<file path="src/rtl/step_pulse_gen.sv">
// Push-button conditioning: 2-FF synchroniser, debouncer and hold-to-auto-repeat FSM.
// Emits single-cycle step pulses on a debounced press and, while held with repeat_en, at a fixed rate.
//
// state  | meaning
// IDLE   | button released, waiting for a debounced press
// HOLD   | press pulse issued, timing the hold delay before auto-repeat
// REPEAT | auto-repeating every REPEAT_CYCLES while the button stays held
module step_pulse_gen #(
    parameter int unsigned DB_CYCLES     = 8,
    parameter int unsigned HOLD_CYCLES   = 32,
    parameter int unsigned REPEAT_CYCLES = 8,
    parameter int unsigned CNT_W         = 16
) (
    input  logic clk,
    input  logic reset_n,
    input  logic btn_in,
    input  logic repeat_en,
    output logic pressed,
    output logic step
);

    localparam int unsigned CNT_MAX = (32'd1 << CNT_W) - 32'd1;

    if (DB_CYCLES == 0 || DB_CYCLES > CNT_MAX) begin : g_bad_db
        $error("step_pulse_gen: DB_CYCLES outside 1..2^CNT_W-1");
    end
    if (HOLD_CYCLES == 0 || HOLD_CYCLES > CNT_MAX) begin : g_bad_hold
        $error("step_pulse_gen: HOLD_CYCLES outside 1..2^CNT_W-1");
    end
    if (REPEAT_CYCLES == 0 || REPEAT_CYCLES > CNT_MAX) begin : g_bad_rep
        $error("step_pulse_gen: REPEAT_CYCLES outside 1..2^CNT_W-1");
    end

    localparam logic [CNT_W-1:0] DB_LAST   = CNT_W'(DB_CYCLES - 1);
    localparam logic [CNT_W-1:0] HOLD_LAST = CNT_W'(HOLD_CYCLES - 1);
    localparam logic [CNT_W-1:0] REP_LAST  = CNT_W'(REPEAT_CYCLES - 1);
    localparam logic [CNT_W-1:0] ONE       = CNT_W'(1);

    typedef enum logic [1:0] {
        IDLE   = 2'd0,
        HOLD   = 2'd1,
        REPEAT = 2'd2
    } state_t;

    logic             s1_q;
    logic             btn_s_q;
    logic             pressed_q, pressed_d;
    logic [CNT_W-1:0] db_cnt_q, db_cnt_d;
    logic [CNT_W-1:0] timer_q, timer_d;
    logic             step_q, step_d;
    state_t           state_q, state_d;

    // Any sample back at the debounced level restarts the count.
    always_comb begin
        pressed_d = pressed_q;
        db_cnt_d  = '0;
        if (btn_s_q != pressed_q) begin
            if (db_cnt_q == DB_LAST) begin
                pressed_d = btn_s_q;
            end else begin
                db_cnt_d = db_cnt_q + ONE;
            end
        end
    end

    // Release is judged on the next debounced level so it pre-empts a coincident expiry.
    always_comb begin
        state_d = state_q;
        timer_d = timer_q;
        step_d  = 1'b0;
        if (!pressed_d) begin
            state_d = IDLE;
            timer_d = '0;
        end else begin
            case (state_q)
                IDLE: begin
                    if (!pressed_q) begin
                        step_d  = 1'b1;
                        state_d = HOLD;
                        timer_d = '0;
                    end
                end
                HOLD: begin
                    if (!repeat_en) begin
                        timer_d = '0;
                    end else if (timer_q == HOLD_LAST) begin
                        step_d  = 1'b1;
                        timer_d = '0;
                        state_d = REPEAT;
                    end else begin
                        timer_d = timer_q + ONE;
                    end
                end
                REPEAT: begin
                    if (!repeat_en) begin
                        timer_d = '0;
                        state_d = HOLD;
                    end else if (timer_q == REP_LAST) begin
                        step_d  = 1'b1;
                        timer_d = '0;
                    end else begin
                        timer_d = timer_q + ONE;
                    end
                end
                default: begin
                    state_d = IDLE;
                    timer_d = '0;
                end
            endcase
        end
    end

    always_ff @(posedge clk or negedge reset_n) begin
        if (!reset_n) begin
            s1_q      <= 1'b0;
            btn_s_q   <= 1'b0;
            pressed_q <= 1'b0;
            db_cnt_q  <= '0;
            timer_q   <= '0;
            step_q    <= 1'b0;
            state_q   <= IDLE;
        end else begin
            s1_q      <= btn_in;
            btn_s_q   <= s1_q;
            pressed_q <= pressed_d;
            db_cnt_q  <= db_cnt_d;
            timer_q   <= timer_d;
            step_q    <= step_d;
            state_q   <= state_d;
        end
    end

    assign pressed = pressed_q;
    assign step    = step_q;

endmodule

</file>
<file path="config.mk">
export PLATFORM = sky130hd
export DESIGN_NAME = step_pulse_gen
export DESIGN_NICKNAME = d
export VERILOG_FILES = /design/src/rtl/step_pulse_gen.sv
export SDC_FILE = /design/constraint.sdc
export NUM_CORES = 1
export LEC_CHECK = 0
export ABC_AREA = 1
export CAP_MARGIN = 40
export CORE_MARGIN = 1
export CORE_UTILIZATION = 47
export CTS_BUF_LIST = sky130_fd_sc_hd__clkbuf_4
export DETAILED_ROUTE_END_ITERATION = 10
export SLEW_MARGIN = 5
export SYNTH_ARGS = -nofsm -noshare
export SYNTH_HDL_FRONTEND = slang
export SYNTH_SLANG_ARGS = --single-unit
</file>
<file path="constraint.sdc">
create_clock -name clk -period 2.5 [get_ports clk]
set_input_delay 0.25 -clock clk [delete_from_list [all_inputs] [get_ports clk]]
set_output_delay 0.25 -clock clk [all_outputs]
set_load 0.005 [all_outputs]
</file>
==> results.toml <==
[pwr]
cellInternalPower_mw = 1.01
p_comb_share_pct = 27.2
swShare_pct = 34.2
vdd_drop_max_mv = 0.581
p_seq_share_pct = 44.8
p_leak_nw = 1.28
p_clk_share_pct = 28.0
switchingPower_uw = 523
powerDensity_nw_per_um2 = 586

[die]
initial_core_util_pct = 49.5
die_w_um = 73.2
fp-row-count = 25
die_area_um2 = 5360
dieHeight_um = 73.2
pin_count = 6
fp.coreArea_um2 = 4820

[synth]
seq_area_frac_synth_pct = 39.9
syn-instance-count = 343
netlist_area_um2 = 2380
avgSynthCellArea_um2 = 6.95
synthTopCellsByCount = "nand2_1 (96), nor2_1 (55), inv_1 (47)"
synth_enable_flop_cells = 0
synth.most_common_cell = "nand2_1"
ys_top_cells_by_area = "dfrtp_1 (40%), nand2_1 (15%), nor2_1 (8.7%)"
synth_ff_type = "dfrtp_1"
synth_top_area_cell = "dfrtp_1"
ys_warn_count = 0
syn-num-nets = 353
async_reset_ff_share_pct = 100
synth.ff_latch_count = 38
ys_types = 29
synth.top_cell.area_share_pct = 39.9

[detailed_routing]
drcViolationCount = 0
routed_via_density = 4.93
dr.pass1.iters = 4
drt_wl_total_mm = 5.05
via_count = 2074
ant_nets = 0
drt-initial-drc-count = 109
wl_per_cell_um = 12.0

[clocking]
cts_tree = "built"
clk_latency_ps = 340
cts_setup_buffers = 0
cts.sinks = 38
htreeDepth = 2
cts-root-buf = "clkbuf_4"
clk_path_buf_depth = 2
cts_made_buffers = 5
cts.clk_slew.worst_paths_ps = 120

[global_routing]
track_usage_pct = 21.8
grt_pass1_vias = 1887
grt_max_degree = 28
antenna_found_initial = 0
grt_pass1_wl_mm = 8.89
grt_overflow = 0

[placed_design]
dp_hpwl_mm = 3.80
dp_slack_ps = 648
io_buffer_count = 5
gp_congestion = 0.851

[finish]
layout-drive-gt1-share_pct = 7.06
insertedDiodeCount = 0
areaGrowthSynthToFinish_pct = 9.39
regArea_um2 = 951
fin_nets = 363
final_util_pct = 54.2
multi_input_area_um2 = 1220
fillers = 476

[sta]
drv_slew = 0
max_clock_freq_mhz = 528
slew_headroom_pct = 68.5
setup_ws_ps = 605
timing.hold.ws_ps = 347
setup_viol = 0
rsz0062_at_grt = "false"
hold_violations = 0
tns_ps = 0
period_needed_ps = 1900
skew_ps = 15.7
period_share_pct = 75.8
tightest_slew_ps = 472

[worst_hold_path]
min_path_type = "in2reg"

[worst_setup_path]
timing.reg2reg.setup_slack_ps = 600
crit_path_end_kind = "flop"
crit_required_ps = 2730
worstSetupPathType = "reg2reg"
crit_path_start_kind = "flop"
cp_max_fo = 27
arrival_ps = 2130

[flow_run]
maxCapViolCount = 0

[status]
outcome = "finished, final reports clean"
[state kept, by name, summed over array words and instances, names as in the netlist]
signal,cells
db_cnt_q,16
pressed,1
btn_s_q,1
step,1
timer_q,16
state_q,2
s1_q,1
[power by group through the flow]
stage	Clock, mW	Sequential [mW]	Combinational, mW
final	0.429	0.685	0.416
after global routing	0.475	0.690	0.469
after CTS	0.447	0.685	0.418
after detailed placement	0	0.697	0.413
after global placement	0	0.695	0.409
after floorplan	0	0.692	0.308
[worst paths after layout]
check / depth (start not counted) / endpoint / start
min: 1 / s1_q / btn_in
max: 10 / timer_q[5] / db_cnt_q[0]
max in group asynchronous: 3 / timer_q[8] / reset_n
min reg2reg: 0 / btn_s_q / s1_q
min in group asynchronous: 2 / db_cnt_q[6] / reset_n
max reg2reg: 10 / timer_q[5] / db_cnt_q[0]
[timing repair]
item	CTS	global route
hold endpoints to repair	18	0
resized for setup	0	0
hold buffers	1	0
[placed cells by master, fill, tap and decap left out, drive strengths merged]
| cell | instances |
|---|---|
| nand2 | 99 |
| nor2 | 61 |
| inv | 49 |
| dfrtp | 38 |
| nand3 | 33 |
| nand4 | 17 |
| a21oi | 9 |
| clkbuf | 7 |
| o21ai | 7 |
| xor2 | 6 |
| ha | 6 |
| nor3 | 6 |
| clkdlybuf4s50 | 4 |
| nor4 | 3 |
| xnor2 | 2 |
| nor3b | 2 |
| buf | 2 |
| clkinv | 1 |
| bufinv | 1 |
| dlygate4sd3 | 1 |
[per-stage QoR]
step	instances	power (mW)	area, µm²
final	421	1.53	2610
after global routing	421	1.63	2610
after CTS	421	1.55	2610
after detailed placement	412	1.11	2520
after global placement	411	1.10	2490
after floorplan	343	1.00	2380
[cell families after synthesis]
logic type | synth area share [%]
and+or+nand+nor | 41.0
buffers and inverters | 9.02
xor gates and xnor gates | 2.94
DFF | 39.9
adders and majority gates | 3.15
AOI/OAI and AO/OA | 3.99
[area by class of cell]
type / instances / share of cell area, %
multi-input cells: 251 / 46.7
flip-flops and latches: 38 / 36.5
inverters: 50 / 7.29
well taps: 67 / 3.21
repair buffers: 7 / 3.17
clock buffers: 7 / 2.01
clock inverters: 1 / 1.15
[critical path, stage by stage (launching register included)]
cell and delay (ps):
dfrtp_1 390, ha_1 180, nand2_1 50, inv_1 80, nand2_1 70, nor2_2 140, nand3_2 130, nand2_4 260
inv_2 170, a21oi_4 240, nor2_1 70
[metal layers]
| metal | global-route usage (%) | part of all wire (%) | vias to the layer above | routed length (µm) |
|---|---|---|---|---|
| met1 | 32.6 | 51 | 927 | 2590 |
| met2 | 31.7 | 43 | 42 | 2180 |
| li1 | - | - | 1103 | - |
| met3 | 3.73 | 4.7 | 2 | 236 |
| met4 | 7.19 | 0.61 | 0 | 31 |
| met5 | 0 | 0 | - | 0 |
Power figures use the tool's default switching activity.
